$ cat src/rtl/multicycle_control.sv
// -----------------------------------------------------------------------------
// multicycle_control
//
// Main control FSM for a classic multicycle MIPS-style datapath. It walks each
// instruction through FETCH, DECODE and the execute/memory/writeback states for
// its class, and stalls in the memory states until the memory reports ready.
//
// Ports
//   clk          single clock, all state updates on the rising edge
//   reset        asynchronous, active-high; returns the FSM to FETCH at once
//   opcode[5:0]  instruction opcode from the IR, valid from DECODE onward
//   mem_ready    memory handshake, 1 = the access completes this cycle
//   PCWrite, PCWriteCond, IorD, MemRead, MemWrite, IRWrite,
//   MemtoReg, RegDst, RegWrite, ALUSrcA   datapath strobes / selects
//   ALUSrcB[1:0] 00 regB, 01 const 4, 10 sign-ext imm, 11 sign-ext imm<<2
//   ALUOp[2:0]   000 add, 001 sub, 010 decode from funct
//   PCSource[1:0] 00 ALU result, 01 ALUOut register, 10 jump target
//   illegal      one-cycle pulse in DECODE for an unsupported opcode
//   state[3:0]   current state encoding, for debug
// -----------------------------------------------------------------------------
module multicycle_control (
    input  logic       clk,
    input  logic       reset,
    input  logic [5:0] opcode,
    input  logic       mem_ready,
    output logic       PCWrite,
    output logic       PCWriteCond,
    output logic       IorD,
    output logic       MemRead,
    output logic       MemWrite,
    output logic       IRWrite,
    output logic       MemtoReg,
    output logic       RegDst,
    output logic       RegWrite,
    output logic       ALUSrcA,
    output logic [1:0] ALUSrcB,
    output logic [2:0] ALUOp,
    output logic [1:0] PCSource,
    output logic       illegal,
    output logic [3:0] state
);

    typedef enum logic [3:0] {
        FETCH  = 4'd0,
        DECODE = 4'd1,
        MEMADR = 4'd2,
        MEMRD  = 4'd3,
        MEMWB  = 4'd4,
        MEMWR  = 4'd5,
        EXEC   = 4'd6,
        ALUWB  = 4'd7,
        BRANCH = 4'd8,
        ADDIEX = 4'd9,
        ADDIWB = 4'd10,
        JUMP   = 4'd11
    } state_t;

    localparam logic [5:0] OP_RTYPE = 6'b000000;
    localparam logic [5:0] OP_LW    = 6'b100011;
    localparam logic [5:0] OP_SW    = 6'b101011;
    localparam logic [5:0] OP_BEQ   = 6'b000100;
    localparam logic [5:0] OP_ADDI  = 6'b001000;
    localparam logic [5:0] OP_J     = 6'b000010;

    state_t cur;

    // Opcode is one of the six instruction classes this controller executes.
    logic supported_op;
    assign supported_op = (opcode == OP_RTYPE) || (opcode == OP_LW) ||
                          (opcode == OP_SW)    || (opcode == OP_BEQ) ||
                          (opcode == OP_ADDI)  || (opcode == OP_J);

    // NOTE: state is updated with non-blocking assignments so every reader in
    // the same edge sees the pre-edge value; blocking here would race.
    always_ff @(posedge clk or posedge reset) begin
        if (reset) begin
            cur <= FETCH;
        end else begin
            case (cur)
                FETCH:  if (mem_ready) cur <= DECODE;
                DECODE: begin
                    case (opcode)
                        OP_RTYPE:     cur <= EXEC;
                        OP_LW, OP_SW: cur <= MEMADR;
                        OP_BEQ:       cur <= BRANCH;
                        OP_ADDI:      cur <= ADDIEX;
                        OP_J:         cur <= JUMP;
                        default:      cur <= FETCH;
                    endcase
                end
                MEMADR: cur <= (opcode == OP_LW) ? MEMRD : MEMWR;
                MEMRD:  if (mem_ready) cur <= MEMWB;
                MEMWB:  cur <= FETCH;
                MEMWR:  if (mem_ready) cur <= FETCH;
                EXEC:   cur <= ALUWB;
                ALUWB:  cur <= FETCH;
                BRANCH: cur <= FETCH;
                ADDIEX: cur <= ADDIWB;
                ADDIWB: cur <= FETCH;
                JUMP:   cur <= FETCH;
                // Unused codes 12-15 recover to FETCH.
                default: cur <= FETCH;
            endcase
        end
    end

    assign state = cur;

    // Outputs are Moore-decoded from the state; only the FETCH write strobes
    // look at mem_ready so the IR and PC are written exactly when the
    // instruction fetch completes. Since reset forces cur to FETCH
    // asynchronously, the FETCH decode also appears immediately on reset.
    //
    // NOTE: every output gets a default before the case so no path leaves a
    // signal unassigned; a missing default here would infer a latch.
    always_comb begin
        PCWrite     = 1'b0;
        PCWriteCond = 1'b0;
        IorD        = 1'b0;
        MemRead     = 1'b0;
        MemWrite    = 1'b0;
        IRWrite     = 1'b0;
        MemtoReg    = 1'b0;
        RegDst      = 1'b0;
        RegWrite    = 1'b0;
        ALUSrcA     = 1'b0;
        ALUSrcB     = 2'b00;
        ALUOp       = 3'b000;
        PCSource    = 2'b00;
        illegal     = 1'b0;

        case (cur)
            FETCH: begin
                MemRead = 1'b1;
                ALUSrcB = 2'b01;          // PC + 4
                IRWrite = mem_ready;
                PCWrite = mem_ready;
            end
            DECODE: begin
                ALUSrcB = 2'b11;          // precompute branch target
                illegal = ~supported_op;
            end
            MEMADR: begin
                ALUSrcA = 1'b1;
                ALUSrcB = 2'b10;
            end
            MEMRD: begin
                MemRead = 1'b1;
                IorD    = 1'b1;
            end
            MEMWB: begin
                RegWrite = 1'b1;
                MemtoReg = 1'b1;
            end
            MEMWR: begin
                MemWrite = 1'b1;
                IorD     = 1'b1;
            end
            EXEC: begin
                ALUSrcA = 1'b1;
                ALUOp   = 3'b010;
            end
            ALUWB: begin
                RegWrite = 1'b1;
                RegDst   = 1'b1;
            end
            BRANCH: begin
                ALUSrcA     = 1'b1;
                ALUOp       = 3'b001;
                PCWriteCond = 1'b1;
                PCSource    = 2'b01;
            end
            ADDIEX: begin
                ALUSrcA = 1'b1;
                ALUSrcB = 2'b10;
            end
            ADDIWB: begin
                RegWrite = 1'b1;
            end
            JUMP: begin
                PCWrite  = 1'b1;
                PCSource = 2'b10;
            end
            default: ;
        endcase
    end

endmodule

$ cat config.mk
export PLATFORM = sky130hd
export DESIGN_NAME = multicycle_control
export DESIGN_NICKNAME = d
export VERILOG_FILES = /design/src/rtl/multicycle_control.sv
export SDC_FILE = /design/constraint.sdc
export NUM_CORES = 1
export LEC_CHECK = 0
export ABC_AREA = 0
export CAP_MARGIN = 20
export CORE_UTILIZATION = 40
export DETAILED_ROUTE_END_ITERATION = 8
export PLACE_DENSITY = 0.92
export SETUP_SLACK_MARGIN = 0.15
export SKIP_LAST_GASP = 1
export SLEW_MARGIN = 10
export SYNTH_ARGS = -nofsm -noshare
export SYNTH_HDL_FRONTEND = slang
export SYNTH_SLANG_ARGS = --single-unit
$ cat constraint.sdc
create_clock -name clk -period 4.3 [get_ports clk]
set_clock_uncertainty 0.1 [all_clocks]
set_input_delay 0.86 -clock clk [delete_from_list [all_inputs] [get_ports clk]]
set_output_delay 0.86 -clock clk [all_outputs]
set_load 0.005 [all_outputs]
==> impl_results.md, run 1 <==
- Final setup fails: 0
- Post-Synthesis Cells: 78
- Leakage: 0.332 nW
- Total power: 198 uW
- Drt first-iter violations: 16
- Area post-placement: 820 sq um
- Yosys cell types: 35
- Core Region: 0.00130 sq mm
- GRT Total Usage: 22.1%
- Most frequent cells in the layout: clkdlybuf4s50_1, nor2_1, nand2b_1, o21ai_0, nor3b_1
- Initial antenna violation count: 0
- IO buf count: 29
- Required @ worst endpoint: 3.34 ns
- Fin cells: 116
- Mapped Nets: 87
- Mean Syn Cell Area: 7.19 sq um
- Slew Limit Fails: 0
- Leading post-synthesis cells by cell area: dfrtp_1, nor2_1, nor3b_1
- Gr ovfl total: 0
- Synth Register Bits: 4
- Maximum vdd drop: 0.242 mV
- Max-cap violation count: 0
- Critical path arrival: 2.61 ns
- Drt pass-1 iters: 4
- Antenna Cells: 0
- Post-synth top area cell: dfrtp_1
- Fin crit period: 3.57 ns
- Sequential area share after synthesis: 17.9%
- CP Capture Type: output port
- Via-per-instance ratio: 5.60
- Unrepaired setup endpoints after global routing: no
- Slew Limit Headroom: 62.8%
- Final net count: 112
- CTS Buffer Depth: 2
- Setup ws final: 0.734 ns
- Cts bufs inserted: 3
- Die Span Y: 39.4 um
- Avg WL per Cell: 12.2 um
- Placed Instances: 113
- Yosys synthesis warning count: 0
- DRT antenna net count: 0
- Critical path's slowest cell: clkdlybuf4s50_1
- Status: complete, no violations
- Setup WS pre-CTS: 0.777 ns
- Final Hold Fails: 0
- Gpl congestion: 0.823
- Final wirelength: 1410 um
- CP most frequent cell: clkdlybuf4s50_1
- Post-layout util: 64.7%
- Final Cycle Share: 82.9%
- Vias in the first global route: 547
- Crit-path cells: clkdlybuf4s50_1, nor3_1, and4bb_2, nor4bb_1, clkdlybuf4s50_1
- Die X: 39.4 um
- Post-Syn Area: 561 sq um
- Worst hold margin: 0.698 ns
- Max Clock Freq: 280 MHz
- Share of post-route cells with drive strength above 1: 10.9%
- Final setup TNS: 0 ns
- Commonest non-fill, non-tap cell in the layout: clkdlybuf4s50_1
- Synth top area share: 17.9%
- Post-CTS setup buffers: 0
- First-pass GRT wire length: 2360 um
- Largest net degree at the start of global routing: 21
- CTS root buf: clkbuf_4
- Initial Util: 43.1%
- Post-DP HPWL: 1080 um
- Final instance area: 842 sq um
- Hold Buf Count CTS: 0
- FILL cells: 124
- TritonCTS clock tree: yes
- DRC: 0
- H-tree depth: 1
- Hold Crit Class: primary input to asynchronous set/reset pin
- Worst path max stage delay: 0.57 ns
- Clk Latency, worst-skew pair: 0.24 ns
- Clk slew on worst S/H paths: 0.04 ns
- Max FFs per register: 4
- CTS resizes: 0
- Measured slew at the worst slew-check pin: 0.558 ns
- Placement row count: 13
- Critical path type: primary input to output port
- Syn-to-layout area delta: 50.2%
- Via count: 650
- I/O Pins: 31
- Pwr dens: 235 mW/mm^2
- CP Max Fanout: 5
- Die Area: 0.00156 sq mm
- CTS sink cnt: 4
- Type of origin of the critical path: primary input
-- synth_stat cells --
| master | count |
|---|---|
| nand3b_1 | 1 |
| buf_2 | 4 |
| or3b_2 | 1 |
| clkbuf_1 | 2 |
| a211oi_1 | 1 |
| nor4bb_1 | 2 |
| or2_2 | 3 |
| a21oi_1 | 2 |
| nor3b_1 | 5 |
| and3_2 | 1 |
| o211ai_1 | 1 |
| o32ai_1 | 1 |
| o21ba_1 | 1 |
| o31a_1 | 1 |
| nor4_2 | 1 |
| a31oi_1 | 1 |
| dfrtp_1 | 4 |
| or4_4 | 1 |
| nor4_1 | 1 |
| a221o_1 | 1 |
| buf_4 | 3 |
| nor3_1 | 4 |
| o21ai_0 | 5 |
| or4_1 | 1 |
| nand2_1 | 4 |
| conb_1 | 1 |
| nor2b_1 | 1 |
| mux2i_1 | 1 |
| nor2_1 | 10 |
| o22ai_1 | 1 |
| nand2b_1 | 5 |
| and4bb_2 | 1 |
| xnor2_1 | 2 |
| inv_1 | 3 |
| a21o_1 | 1 |
-- cell families (layout without fill, tap and decap cells) --
| group | Yosys count | count (layout) | share of synthesized area (%) |
|---|---|---|---|
| simple gates | 42 | 42 | 46.4 |
| compound gates | 16 | 16 | 19.2 |
| buf+inv | 12 | 35 | 10.9 |
| other cells | 1 | 1 | 0.669 |
| xor+xnor | 2 | 2 | 3.13 |
| mux | 1 | 1 | 1.79 |
| flops | 4 | 4 | 17.9 |
-- metal layers --
layer  vias up  part of all wire (%)  global-route usage [%]
met3         2                   5.3                    5.11
met5         -                     0                       0
met2        21                    51                    35.2
met1       302                    43                    28.3
met4         0                  0.71                    8.62
li1        325                     -                       -
-- area by class of cell --
cell class | instances | area, sq um | area share (%)
tap | 15 | 18.8 | 2.23
sequential | 4 | 100 | 11.9
multi-input combinational | 62 | 399 | 47.4
timing repair buffer | 29 | 290 | 34.5
inverter | 3 | 11.3 | 1.34
clock buffer | 3 | 22.5 | 2.67
-- final timing paths --
path | startpoint | to | slack, ns | cells past startpoint
min in group clk | state[3] | state[3] | 0.70 | 1
setup / recovery | opcode[3] | illegal | 0.73 | 5
setup reg to reg | state[2] | state[0] | 2.56 | 3
hold / removal | reset | state[2] | 0.70 | 2
max in group asynchronous | reset | state[0] | 3.25 | 2
hold reg to reg | state[3] | state[3] | 0.70 | 1
-- power breakdown --
group	internal [mW]	switching, mW
registers	0.0412	0.0150
clock network	0.0312	0.0160
logic	0.0590	0.0355
total	0.131	0.0665
-- worst max-delay path: cells and delay by family --
family        cells  cell delay [ns]
simple gates      3             0.62
buf+inv           2             1.12
Note: power is estimated with default switching activity, not from simulation.
==> inputs of run 2 (changes only) <==
--- a/config.mk
+++ b/config.mk
@@ -7,9 +7,9 @@
 export LEC_CHECK = 0
 export ABC_AREA = 0
 export CAP_MARGIN = 20
-export CORE_UTILIZATION = 40
+export CORE_UTILIZATION = 34
 export DETAILED_ROUTE_END_ITERATION = 8
-export PLACE_DENSITY = 0.92
+export PLACE_DENSITY = 0.84
 export SETUP_SLACK_MARGIN = 0.15
 export SKIP_LAST_GASP = 1
 export SLEW_MARGIN = 10
==> constraint.sdc (replaced) <==
create_clock -name clk -period 2.9 [get_ports clk]
set_clock_uncertainty 0.1 [all_clocks]
set_input_delay 0.58 -clock clk [delete_from_list [all_inputs] [get_ports clk]]
set_output_delay 0.58 -clock clk [all_outputs]
set_load 0.005 [all_outputs]
==> run 2 against run 1 <==
Effect of this change: clock-buffer cell count stayed put; largest cell class unchanged; global-route usage is 4.5 points lower; highest routed layer is now met3; sequential power is 43% higher; register-to-register slack worse by 1.4 ns; non-clock buffer count is 8 higher; routed wire length is 14% higher; largest power group unchanged; final cell count is 7.8% higher; power is 52% higher; sequential cell count stayed put; clock power is 49% higher.
==> impl_results.md, run 2 (synthesized netlist as in run 1, its figures left out) <==
- Total power: 301 uW (was 198 uW)
- I/O Pins: 31 (unchanged)
- Max Clock Freq: 376 MHz
- Drt first-iter violations: 25 (was 16)
- Unrepaired setup endpoints after global routing: no (unchanged)
- Critical path type: flop to output port (was primary input to output port)
- Maximum vdd drop: 0.256 mV (was 0.242 mV)
- Leakage: 0.392 nW (was 0.332 nW)
- Gpl congestion: 0.831 (was 0.823)
- Area post-placement: 881 sq um (was 820 sq um)
- Initial Util: 36.8% (was 43.1%)
- Hold Buf Count CTS: 0 (unchanged)
- First-pass GRT wire length: 2540 um (was 2360 um)
- Drt pass-1 iters: 4 (unchanged)
- Cts bufs inserted: 3 (unchanged)
- Final wirelength: 1610 um (was 1410 um)
- TritonCTS clock tree: yes (unchanged)
- Initial antenna violation count: 0 (unchanged)
- Die Area: 0.00182 sq mm (was 0.00156 sq mm)
- Fin cells: 125 (was 116)
- Final Cycle Share: 91.7%
- Final net count: 120 (was 112)
- Clk slew on worst S/H paths: 0.04 ns (about the same)
- CTS sink cnt: 4 (unchanged)
- Register Area: 100 sq um (unchanged)
- Type of origin of the critical path: flop (was primary input)
- Placed Instances: 122 (was 113)
- Syn-to-layout area delta: 62.3% (was 50.2%)
- Met3 usage: 2.59% (was 5.11%)
- DRC: 0 (unchanged)
- Die X: 42.6 um (was 39.4 um)
- Die Span Y: 42.6 um (was 39.4 um)
- GRT Total Usage: 17.6% (was 22.1%)
- Vias in the first global route: 614 (was 547)
- Max FFs per register: 4 (unchanged)
- Via-per-instance ratio: 5.48 (was 5.60)
- Placement row count: 14 (was 13)
- M1 GR Usage: 21.0% (was 28.3%)
- Final Hold Fails: 0 (unchanged)
- Fin crit period: 2.66 ns
- H-tree depth: 1 (unchanged)
- Antenna Cells: 0 (unchanged)
- CP Max Fanout: 10 (was 5)
- Final setup fails: 0 (unchanged)
- Via count: 685 (was 650)
- Multi-input logic area: 405 sq um (was 399 sq um)
- Largest net degree at the start of global routing: 18 (was 21)
- CTS root buf: clkbuf_4 (unchanged)
- FILL cells: 138 (was 124)
- Commonest non-fill, non-tap cell in the layout: clkdlybuf4s50_1 (unchanged)
- Most frequent cells in the layout: clkdlybuf4s50_1, nor2_1, buf_4 (was clkdlybuf4s50_1, nor2_1, nand2b_1, o21ai_0, nor3b_1)
- Status: complete, no violations (unchanged)
- Max-cap violation count: 0 (unchanged)
- Required @ worst endpoint: 2.22 ns (was 3.34 ns)
- Pwr dens: 331 mW/mm^2 (was 235 mW/mm^2)
- Clk Latency, worst-skew pair: 0.24 ns (about the same)
- Slew Limit Fails: 0 (unchanged)
- Final instance area: 910 sq um (was 842 sq um)
- CP Capture Type: output port (unchanged)
- Post-DP HPWL: 1200 um (was 1080 um)
- Met2 Use GR: 32.3% (was 35.2%)
- IO buf count: 29 (unchanged)
- Avg WL per Cell: 12.9 um (was 12.2 um)
- CTS Buffer Depth: 2 (unchanged)
- Gr ovfl total: 0 (unchanged)
- Most Crowded Layer GR: met2 (unchanged)
- Critical path arrival: 1.98 ns (was 2.61 ns)
- DRT antenna net count: 0 (unchanged)
- Share of post-route cells with drive strength above 1: 18.3% (was 10.9%)
- Core Region: 0.00152 sq mm (was 0.00130 sq mm)
- Hold Crit Class: primary input to asynchronous set/reset pin (unchanged)
==> run 2: changes by cell type in the layout (fill, tap and decap cells not counted) <==
cell,delta
buf_4,+8
clkdlybuf4s50_1,-3
dlygate4sd2_1,+2
dlymetal6s2s_1,+1
nor4bb_1,-1
nor4bb_2,+1
==> run 2: metal layers <==
| layer | wire, um | vias up |
|---|---|---|
| met5 | 0 | - |
| met4 | 0 | 0 |
| met3 | 51 | 0 |
| met2 | 873 | 16 |
| met1 | 686 | 333 |
| li1 | - | 336 |
==> run 2: metrics by stage <==
stage	hold WS, ns	utilization, %	worst slack, ns	setup TNS, ns
2_1_floorplan	0.246	-	0.965	0
3_3_place_gp	0.668	57.8	0.0117	0
3_5_place_dp	0.678	57.8	-0.0609	-0.0609
4_1_cts	0.430	59.5	0.195	0
5_1_grt	0.439	59.7	0.158	0
6_report	0.430	59.7	0.241	0
==> run 2: power by group <==
group / internal, mW / switching, mW / total [mW]
Sequential: 0.0610 / 0.0196 / 0.0806
Combinational: 0.0913 / 0.0585 / 0.150
Clock: 0.0464 / 0.0239 / 0.0703
==> run 2: path summary, 6_finish.rpt <==
path                               start        to  slack, ns  depth (start not counted)
worst max-delay path            state[1]  RegWrite       0.24                          4
worst max register to register  state[1]  state[0]       1.17                          4
worst min-delay path               reset  state[3]       0.43                          2
min in group clk                state[2]  state[2]       0.75                          2
worst min register to register  state[2]  state[2]       0.75                          2
max in group asynchronous          reset  state[1]       2.12                          2
==> run 2: layout make-up <==
class | instances | share of cell area (%)
flip-flops and latches | 4 | 11.0
inverters | 3 | 1.24
multi-input cells | 62 | 44.6
well taps | 16 | 2.20
clock buffers | 3 | 2.48
repair buffers | 37 | 38.5
==> run 2: critical path, cell delays in order (launching register included) <==
cell	delay, ns
dfrtp_1	0.48
or2_2	0.41
nor3b_1	0.25
a21o_1	0.12
clkdlybuf4s50_1	0.49
==> run 2: timing repair <==
item                                    4_1_cts  5_1_grt
resized for setup                             3        1
setup buffers                                 0        0
endpoints found under the setup margin        2        2
pin swaps                                     0        1
